$ cat src/rtl/pipeline_hazard_ctrl_pkg.sv
// Shared types for the pipeline stall/flush sequencer: FSM encoding and the
// bundle of per-stage write/bubble controls.
package pipeline_hazard_ctrl_pkg;

  typedef enum logic [1:0] {
    HZ_RUN      = 2'b00,
    HZ_MEM_WAIT = 2'b01,
    HZ_ERR      = 2'b10
  } hz_state_e;

  typedef struct packed {
    logic pc_write;
    logic if_id_write;
    logic if_id_flush;
    logic id_ex_write;
    logic id_ex_flush;
    logic ex_mem_write;
    logic mem_wb_flush;
  } hz_ctrl_t;

  localparam hz_ctrl_t CTRL_IDLE   = '{default: 1'b0};
  localparam hz_ctrl_t CTRL_FREEZE = '{mem_wb_flush: 1'b1, default: 1'b0};

  // Controls for a cycle with no memory stall; load-use outranks redirect so the
  // branch is re-resolved once its operand is available.
  function automatic hz_ctrl_t run_ctrl(input logic load_use, input logic redirect);
    hz_ctrl_t c;
    c = '{pc_write: 1'b1, if_id_write: 1'b1, id_ex_write: 1'b1, ex_mem_write: 1'b1,
          default: 1'b0};
    if (load_use) begin
      c.pc_write    = 1'b0;
      c.if_id_write = 1'b0;
      c.id_ex_flush = 1'b1;
    end else if (redirect) begin
      c.if_id_flush = 1'b1;
    end
    return c;
  endfunction

endpackage

$ cat src/rtl/pipeline_hazard_ctrl_load_use_detect.sv
// Load-use hazard: the load in EX writes a register the ID instruction reads.
module pipeline_hazard_ctrl_load_use_detect #(
  parameter int REG_AW = 5
) (
  input  logic [REG_AW-1:0] id_rs,
  input  logic [REG_AW-1:0] id_rt,
  input  logic              id_uses_rt,
  input  logic              ex_mem_read,
  input  logic [REG_AW-1:0] ex_rt,
  output logic              load_use
);
  // r0 is hardwired zero, so a load targeting it never creates a dependency.
  assign load_use = ex_mem_read && (ex_rt != '0) &&
                    ((ex_rt == id_rs) || (id_uses_rt && (ex_rt == id_rt)));
endmodule

$ cat src/rtl/pipeline_hazard_ctrl.sv
// Stall/flush sequencer for the 5-stage pipe: load-use bubbles, ID redirects,
// data-memory freeze with timeout, and a saturating stall-cycle counter.
module pipeline_hazard_ctrl
  import pipeline_hazard_ctrl_pkg::*;
#(
  parameter int REG_AW      = 5,
  parameter int MEM_TIMEOUT = 15,
  parameter int PERF_W      = 16
) (
  input  logic              clk,
  input  logic              rst,
  input  logic [REG_AW-1:0] id_rs,
  input  logic [REG_AW-1:0] id_rt,
  input  logic              id_uses_rt,
  input  logic              id_redirect,
  input  logic              ex_mem_read,
  input  logic [REG_AW-1:0] ex_rt,
  input  logic              mem_req,
  input  logic              mem_ready,
  output logic              pc_write,
  output logic              if_id_write,
  output logic              if_id_flush,
  output logic              id_ex_write,
  output logic              id_ex_flush,
  output logic              ex_mem_write,
  output logic              mem_wb_flush,
  output logic              mem_timeout_err,
  output logic [PERF_W-1:0] stall_count,
  output logic [1:0]        state_dbg
);
  localparam int WCW = $clog2(MEM_TIMEOUT + 1);

  hz_state_e      state, state_nxt;
  logic [WCW-1:0] wait_cnt, wait_cnt_nxt;
  logic           err_q, err_nxt;
  logic           load_use;
  hz_ctrl_t       ctrl;

  pipeline_hazard_ctrl_load_use_detect #(.REG_AW(REG_AW)) u_load_use_detect (
    .id_rs       (id_rs),
    .id_rt       (id_rt),
    .id_uses_rt  (id_uses_rt),
    .ex_mem_read (ex_mem_read),
    .ex_rt       (ex_rt),
    .load_use    (load_use)
  );

  always_ff @(posedge clk or posedge rst) begin
    if (rst) begin
      state    <= HZ_RUN;
      wait_cnt <= '0;
      err_q    <= 1'b0;
    end else begin
      state    <= state_nxt;
      wait_cnt <= wait_cnt_nxt;
      err_q    <= err_nxt;
    end
  end

  // The RUN cycle that first sees the miss counts as wait cycle 1.
  always_comb begin
    state_nxt    = state;
    wait_cnt_nxt = wait_cnt;
    err_nxt      = err_q;
    case (state)
      HZ_RUN: begin
        if (mem_req && !mem_ready) begin
          state_nxt    = HZ_MEM_WAIT;
          wait_cnt_nxt = WCW'(1);
        end
      end
      HZ_MEM_WAIT: begin
        if (mem_ready) begin
          state_nxt    = HZ_RUN;
          wait_cnt_nxt = '0;
        end else if (wait_cnt == WCW'(MEM_TIMEOUT)) begin
          state_nxt = HZ_ERR;
          err_nxt   = 1'b1;
        end else begin
          wait_cnt_nxt = wait_cnt + 1'b1;
        end
      end
      default: state_nxt = HZ_ERR;
    endcase
  end

  always_comb begin
    ctrl = CTRL_IDLE;
    if (!rst) begin
      case (state)
        HZ_RUN:      ctrl = (mem_req && !mem_ready) ? CTRL_FREEZE : run_ctrl(load_use, id_redirect);
        HZ_MEM_WAIT: ctrl = mem_ready ? run_ctrl(load_use, id_redirect) : CTRL_FREEZE;
        default:     ctrl = CTRL_FREEZE;
      endcase
    end
  end

  always_ff @(posedge clk or posedge rst) begin
    if (rst) stall_count <= '0;
    else if (!ctrl.pc_write && (stall_count != '1)) stall_count <= stall_count + 1'b1;
  end

  assign pc_write        = ctrl.pc_write;
  assign if_id_write     = ctrl.if_id_write;
  assign if_id_flush     = ctrl.if_id_flush;
  assign id_ex_write     = ctrl.id_ex_write;
  assign id_ex_flush     = ctrl.id_ex_flush;
  assign ex_mem_write    = ctrl.ex_mem_write;
  assign mem_wb_flush    = ctrl.mem_wb_flush;
  assign mem_timeout_err = err_q;
  assign state_dbg       = state;

endmodule

$ cat config.mk
export PLATFORM = sky130hd
export DESIGN_NAME = pipeline_hazard_ctrl
export DESIGN_NICKNAME = d
export VERILOG_FILES = /design/src/rtl/pipeline_hazard_ctrl_pkg.sv /design/src/rtl/pipeline_hazard_ctrl_load_use_detect.sv /design/src/rtl/pipeline_hazard_ctrl.sv
export SDC_FILE = /design/constraint.sdc
export NUM_CORES = 1
export LEC_CHECK = 0
export CELL_PAD_IN_SITES_DETAIL_PLACEMENT = 1
export CELL_PAD_IN_SITES_GLOBAL_PLACEMENT = 1
export CORE_MARGIN = 4
export CORE_UTILIZATION = 35
export DETAILED_ROUTE_END_ITERATION = 12
export PLACE_DENSITY = 0.86
export SKIP_CTS_REPAIR_TIMING = 1
export SYNTH_ARGS = -nofsm -noshare
export SYNTH_HDL_FRONTEND = slang
export SYNTH_SLANG_ARGS = --single-unit
export TNS_END_PERCENT = 30
$ cat constraint.sdc
create_clock -name clk -period 3.5 [get_ports clk]
set_input_delay 0.35 -clock clk [delete_from_list [all_inputs] [get_ports clk]]
set_output_delay 0.35 -clock clk [all_outputs]
set_load 0.01 [all_outputs]
# ---- Word-level counts from Yosys, hierarchy flattened
# Cells that the tools add are included.
dict set report totals {
  out_inout_bits 26
  word_cells 45
  input_bits 22
  register_bits 23
}
dict set report op_classes {
  n_reduce_logical 14
  mux 16
  n_addsub 2
  bitwise 1
  n_eq_ne 8
}
# op count
set ops {}
lappend ops {{7-bit two-way mux} 3}
lappend ops {{16-bit by 1-bit adder with 16-bit output, second input constant} 1}
lappend ops {{16-bit inequality test, second input constant} 1}
lappend ops {{7-bit case mux with 2 select lines} 1}
lappend ops {{4-bit two-way mux} 3}
lappend ops {{5-bit == test} 2}
lappend ops {{2-bit two-way mux} 4}
lappend ops {{4-bit case mux with 2 select lines} 1}
lappend ops {{3-bit inequality test, second input constant} 2}
lappend ops {{3-bit AND reduction} 2}
lappend ops {{1-bit logical AND} 5}
lappend ops {{5-bit nonzero test} 1}
lappend ops {{4-bit by 1-bit adder with 4-bit output, second input constant} 1}
lappend ops {{4-bit == test, second input constant} 1}
lappend ops {{2-bit case mux with 2 select lines} 1}
lappend ops {{1-bit two-way mux} 3}
lappend ops {{2-bit by 1-bit == test with 1-bit output, second input constant} 1}
lappend ops {{1-bit zero test} 2}
lappend ops {{2-bit zero test} 1}
lappend ops {{2-bit inequality test, second input constant} 1}
lappend ops {{2-bit AND reduction} 1}
lappend ops {{2-bit nonzero test} 1}
lappend ops {{1-bit logical OR} 1}
lappend ops {{1-bit inverter} 1}

# ---- Depth between registers and ports, before layout
dict set report depth {
  word_depth 10
  ltp_mapped 7
  depth_no_buf 7
}

# ---- Modules after synthesis
# A second synthesis with hierarchy kept.
dict set report hier_totals {
  hier_cells 127
  hier_area_um2 1348.8
}
# mod cells_per_inst area_each_um2 n_inst seq_area_each_um2
set modules_own_cells {}
lappend modules_own_cells {pipeline_hazard_ctrl 110 1216.2 1 575.6}
lappend modules_own_cells {pipeline_hazard_ctrl_load_use_detect 17 132.6 1 0.0}

# ---- Worst setup path before layout
# No wires, ideal clock.
dict set report synth_timing {
  path_type {in2out}
  start {in rst}
  end {out if_id_flush}
  t_arrival_ns 1.734
  t_required_ns 3.150
  path_stages 5
  setup_slack_ns 1.416
  cell_sequence {inv_1 -> nand3_1 -> a21oi_4 -> buf_6 -> and2_1}
}
dict set report synth_via {
  elab_chain_len 1
}
# element line_no
set synth_lines {}
lappend synth_lines {{start: declaration} pipeline_hazard_ctrl.sv:11} ;# input logic rst,
lappend synth_lines {{7-bit two-way mux} pipeline_hazard_ctrl.sv:89} ;# if (!rst) begin
lappend synth_lines {{end: declaration} pipeline_hazard_ctrl.sv:22} ;# output logic if_id_flush,
# No other way between the ends.

# ---- Worst setup path in the final report
dict set report layout_timing {
  start {in ex_rt[0]}
  end {out if_id_flush}
}
dict set report layout_via {
  elab_chain_len 8
  word_cells_on_any_way 12
  cone_classes {2 x eq/ne; 5 x mux; 5 x reduce/logical}
}
# element line_no
set layout_lines {}
lappend layout_lines {{start: declaration} pipeline_hazard_ctrl.sv:17} ;# input logic [REG_AW-1:0] ex_rt,
lappend layout_lines {{5-bit == test} pipeline_hazard_ctrl_load_use_detect.sv:14} ;# ((ex_rt == id_rs) || (id_uses_rt && (ex_rt == id_rt)));
lappend layout_lines {{1-bit logical AND} pipeline_hazard_ctrl_load_use_detect.sv:14}
lappend layout_lines {{1-bit logical OR} pipeline_hazard_ctrl_load_use_detect.sv:14}
lappend layout_lines {{1-bit logical AND (*)} pipeline_hazard_ctrl_load_use_detect.sv:13} ;# assign load_use = ex_mem_read && (ex_rt != '0) &&
lappend layout_lines {{1-bit two-way mux (*)} pipeline_hazard_ctrl_pkg.sv:30} ;# if (load_use) begin
lappend layout_lines {{7-bit two-way mux (on tied branches)} {pipeline_hazard_ctrl.sv:92, pipeline_hazard_ctrl.sv:91}}
lappend layout_lines {{7-bit case mux with 2 select lines (*)} pipeline_hazard_ctrl.sv:90} ;# case (state)
lappend layout_lines {{7-bit two-way mux (*)} pipeline_hazard_ctrl.sv:89}
# Every way passes the cells marked *; elsewhere a longest branch is shown, timed or not.

==> out/results.ini <==
[run]
cap_violations = 0

[finish]
multi_input_area_um2 = 666
fin_nets = 209
drive_above_1_share_pct = 5.98
fin_util_pct = 53.9
syn_to_final_growth_pct = 43.5
antenna_cells = 0
fill_cells = 411
seq_area_um2 = 576
finalInstanceArea_um2 = 1860

[power]
irDropWorstVdd_v = 0.000270
power.density_nw_per_um2 = 583
leakagePower_nw = 0.776

[die]
start_util_pct = 37.6
die_area_um2 = 4730
num_rows = 21
ios = 48
core-area_um2 = 3440
die_y_um = 68.8
die_width_um = 68.8

[timing]
clock_skew_ns = 0.00374
fmax_mhz = 357
setup_tns_ns = 0
slew_headroom_pct = 56.0
finalCritPeriodShare_pct = 80.1
final_hold_viol_count = 0
holdWs_ns = 0.481
rsz0062_at_grt = no
setup_viol = 0
min_period_ns = 2.80
slew_viol_final = 0
worstMarginPinSlew_ns = 0.649

[detailed_routing]
drc = 0
wl_mm = 3.49
firstDrtPassIters = 4
ant_nets = 0
drtIter0Drc = 9
routedWlPerCell_um = 15.2
via_per_inst = 5.11
dr_total_vias = 1175

[yosys]
seq_area_frac_synth_pct = 44.5
synth_area_leaders = dfrtp_1, xor2_1, xnor2_1, nand2_1, mux2_4
ys_types = 34
syn_avg_cell_area_um2 = 9.65
synth_top_area_share_pct = 44.5
synth-edff-count = 0
synthesis.area_um2 = 1290
yosysTopAreaCell = dfrtp_1
synthCells = 134
ys_warn_count = 0
syn_nets = 158
synth_top_flop_cell = dfrtp_1
ys_async_sr_fraction_pct = 100
ys_ff_latch = 23

[global_routing]
grt_pass1_wl_mm = 5.69
grt_overflow = 0
grtUsageTotal_pct = 16.1
grt_start_max_net_pins = 24
grt_pass1_vias = 1337
antenna_found_initial = 0

[placed_design]
dp_hpwl_mm = 2.81
io_buffers = 47
place_area_um2 = 1810
gp_congestion = 0.791

[setup_path]
r2r_slack_ns = 1.31
endpoint_kind = primary output
crit_arrival_ns = 2.45
critPathLaunchType = input port
crit_type = input port to primary output
crit_path_max_fanout = 4
required_ns = 3.15

[clocking]
clock_latency_ns = 0.26
clock_sinks = 23
numCtsBuffers = 3
cts_max_level = 1
clockRootBuffer = clkbuf_8
cts_buffer_depth = 2
cts_tree = yes
clkTransAtPathRegs_ns = 0.08

[worst_hold_path]
hold_path_class = register to register

[outcome]
status = finished, final reports clean

[kinds of logic after synthesis]
| kind of cell | count (synthesis) | synth area share (%) |
|---|---|---|
| simple gates | 56 | 21.2 |
| xor+xnor | 21 | 14.2 |
| mux | 3 | 3.48 |
| flops | 23 | 44.5 |
| compound gates | 19 | 10.6 |
| buf+inv | 10 | 4.06 |
| fa+ha+maj | 2 | 1.93 |
[placed cells by master, fill, tap and decap left out, drive strengths merged]
cell            n
ha              2
nor4b           1
clkbuf          3
o21bai          1
nor3            7
nor4            2
clkinv          1
nor3b           1
a41o            1
nor2           11
or4             1
a21oi           3
o21ai           6
and2            2
xor2           11
a31oi           2
o311ai          1
buf             2
xnor2          10
dfrtp          23
nand2          16
and4            1
o21a            1
inv             7
o22ai           1
nor2b           2
nand3           8
nand4           3
nand2b          1
o41a            1
mux2            3
clkdlybuf4s50  47
a41oi           1
a211o           1
[final timing paths]
path                                              from                          end  cells after the start
max                                           ex_rt[0]                  if_id_flush                      6
min                        mem_timeout_err$_DFFE_PP0P_  mem_timeout_err$_DFFE_PP0P_                      1
max reg2reg                 stall_count[0]$_DFFE_PP0P_   stall_count[1]$_DFFE_PP0P_                      7
min reg2reg                mem_timeout_err$_DFFE_PP0P_  mem_timeout_err$_DFFE_PP0P_                      1
max in group asynchronous                          rst   stall_count[0]$_DFFE_PP0P_                      3
min in group asynchronous                          rst  mem_timeout_err$_DFFE_PP0P_                      3
[critical path, stage by stage]
cell and delay, ns:
clkdlybuf4s50_1 0.47, or4_1 0.55, o21a_1 0.22, a21oi_4 0.18, and2_1 0.15, clkdlybuf4s50_1 0.53
[layout make-up]
| type | instances | area share, % |
|---|---|---|
| inverter | 7 | 1.42 |
| tap | 46 | 3.10 |
| sequential | 23 | 31.0 |
| clock inverter | 1 | 0.270 |
| timing repair buffer | 49 | 26.1 |
| clock buffer | 3 | 2.22 |
| multi-input combinational | 101 | 35.8 |
[cell usage after synthesis, types with 2 or more instances]
library cell and n:
dfrtp_1 23, nand2_1 16, xor2_1 11, nor2_1 10, xnor2_1 10, nand3_1 8
inv_1 7, nor3_1 7, o21ai_0 6, mux2_4 3, nand4_1 3, a21oi_1 2
a31oi_1 2, and2_1 2, buf_4 2, ha_1 2, nor2b_1 2, nor4_1 2
[sequential cells by signal (all words and copies together), names as in the netlist]
| name | count |
|---|---|
| stall_count | 16 |
| wait_cnt | 4 |
| state_dbg | 2 |
| mem_timeout_err | 1 |
[power breakdown]
part           internal (mW)  leakage, nW  switching (mW)
clock network         0.0793       0.0255          0.0822
logic                  0.265        0.476           0.205
registers              0.349        0.274           0.102
[per-stage QoR]
stage               instances  total power [mW]  setup WS, ns
finish                    230              1.08         0.696
global route              230              1.17         0.605
CTS                       230              1.10         0.676
detailed placement        226             0.931         0.691
global placement          226             0.900         0.731
floorplan                 134             0.672          1.42
[per-layer routing]
metal / track usage [%] / share of wire [%] / vias up
met1: 16.1 / 40 / 573
met3: 4.21 / 8.2 / 4
met5: 0 / 0 / -
li1: - / - / 566
met2: 31.3 / 50 / 32
met4: 5.84 / 1.1 / 0
No activity file was read; power rests on OpenSTA's default activity.
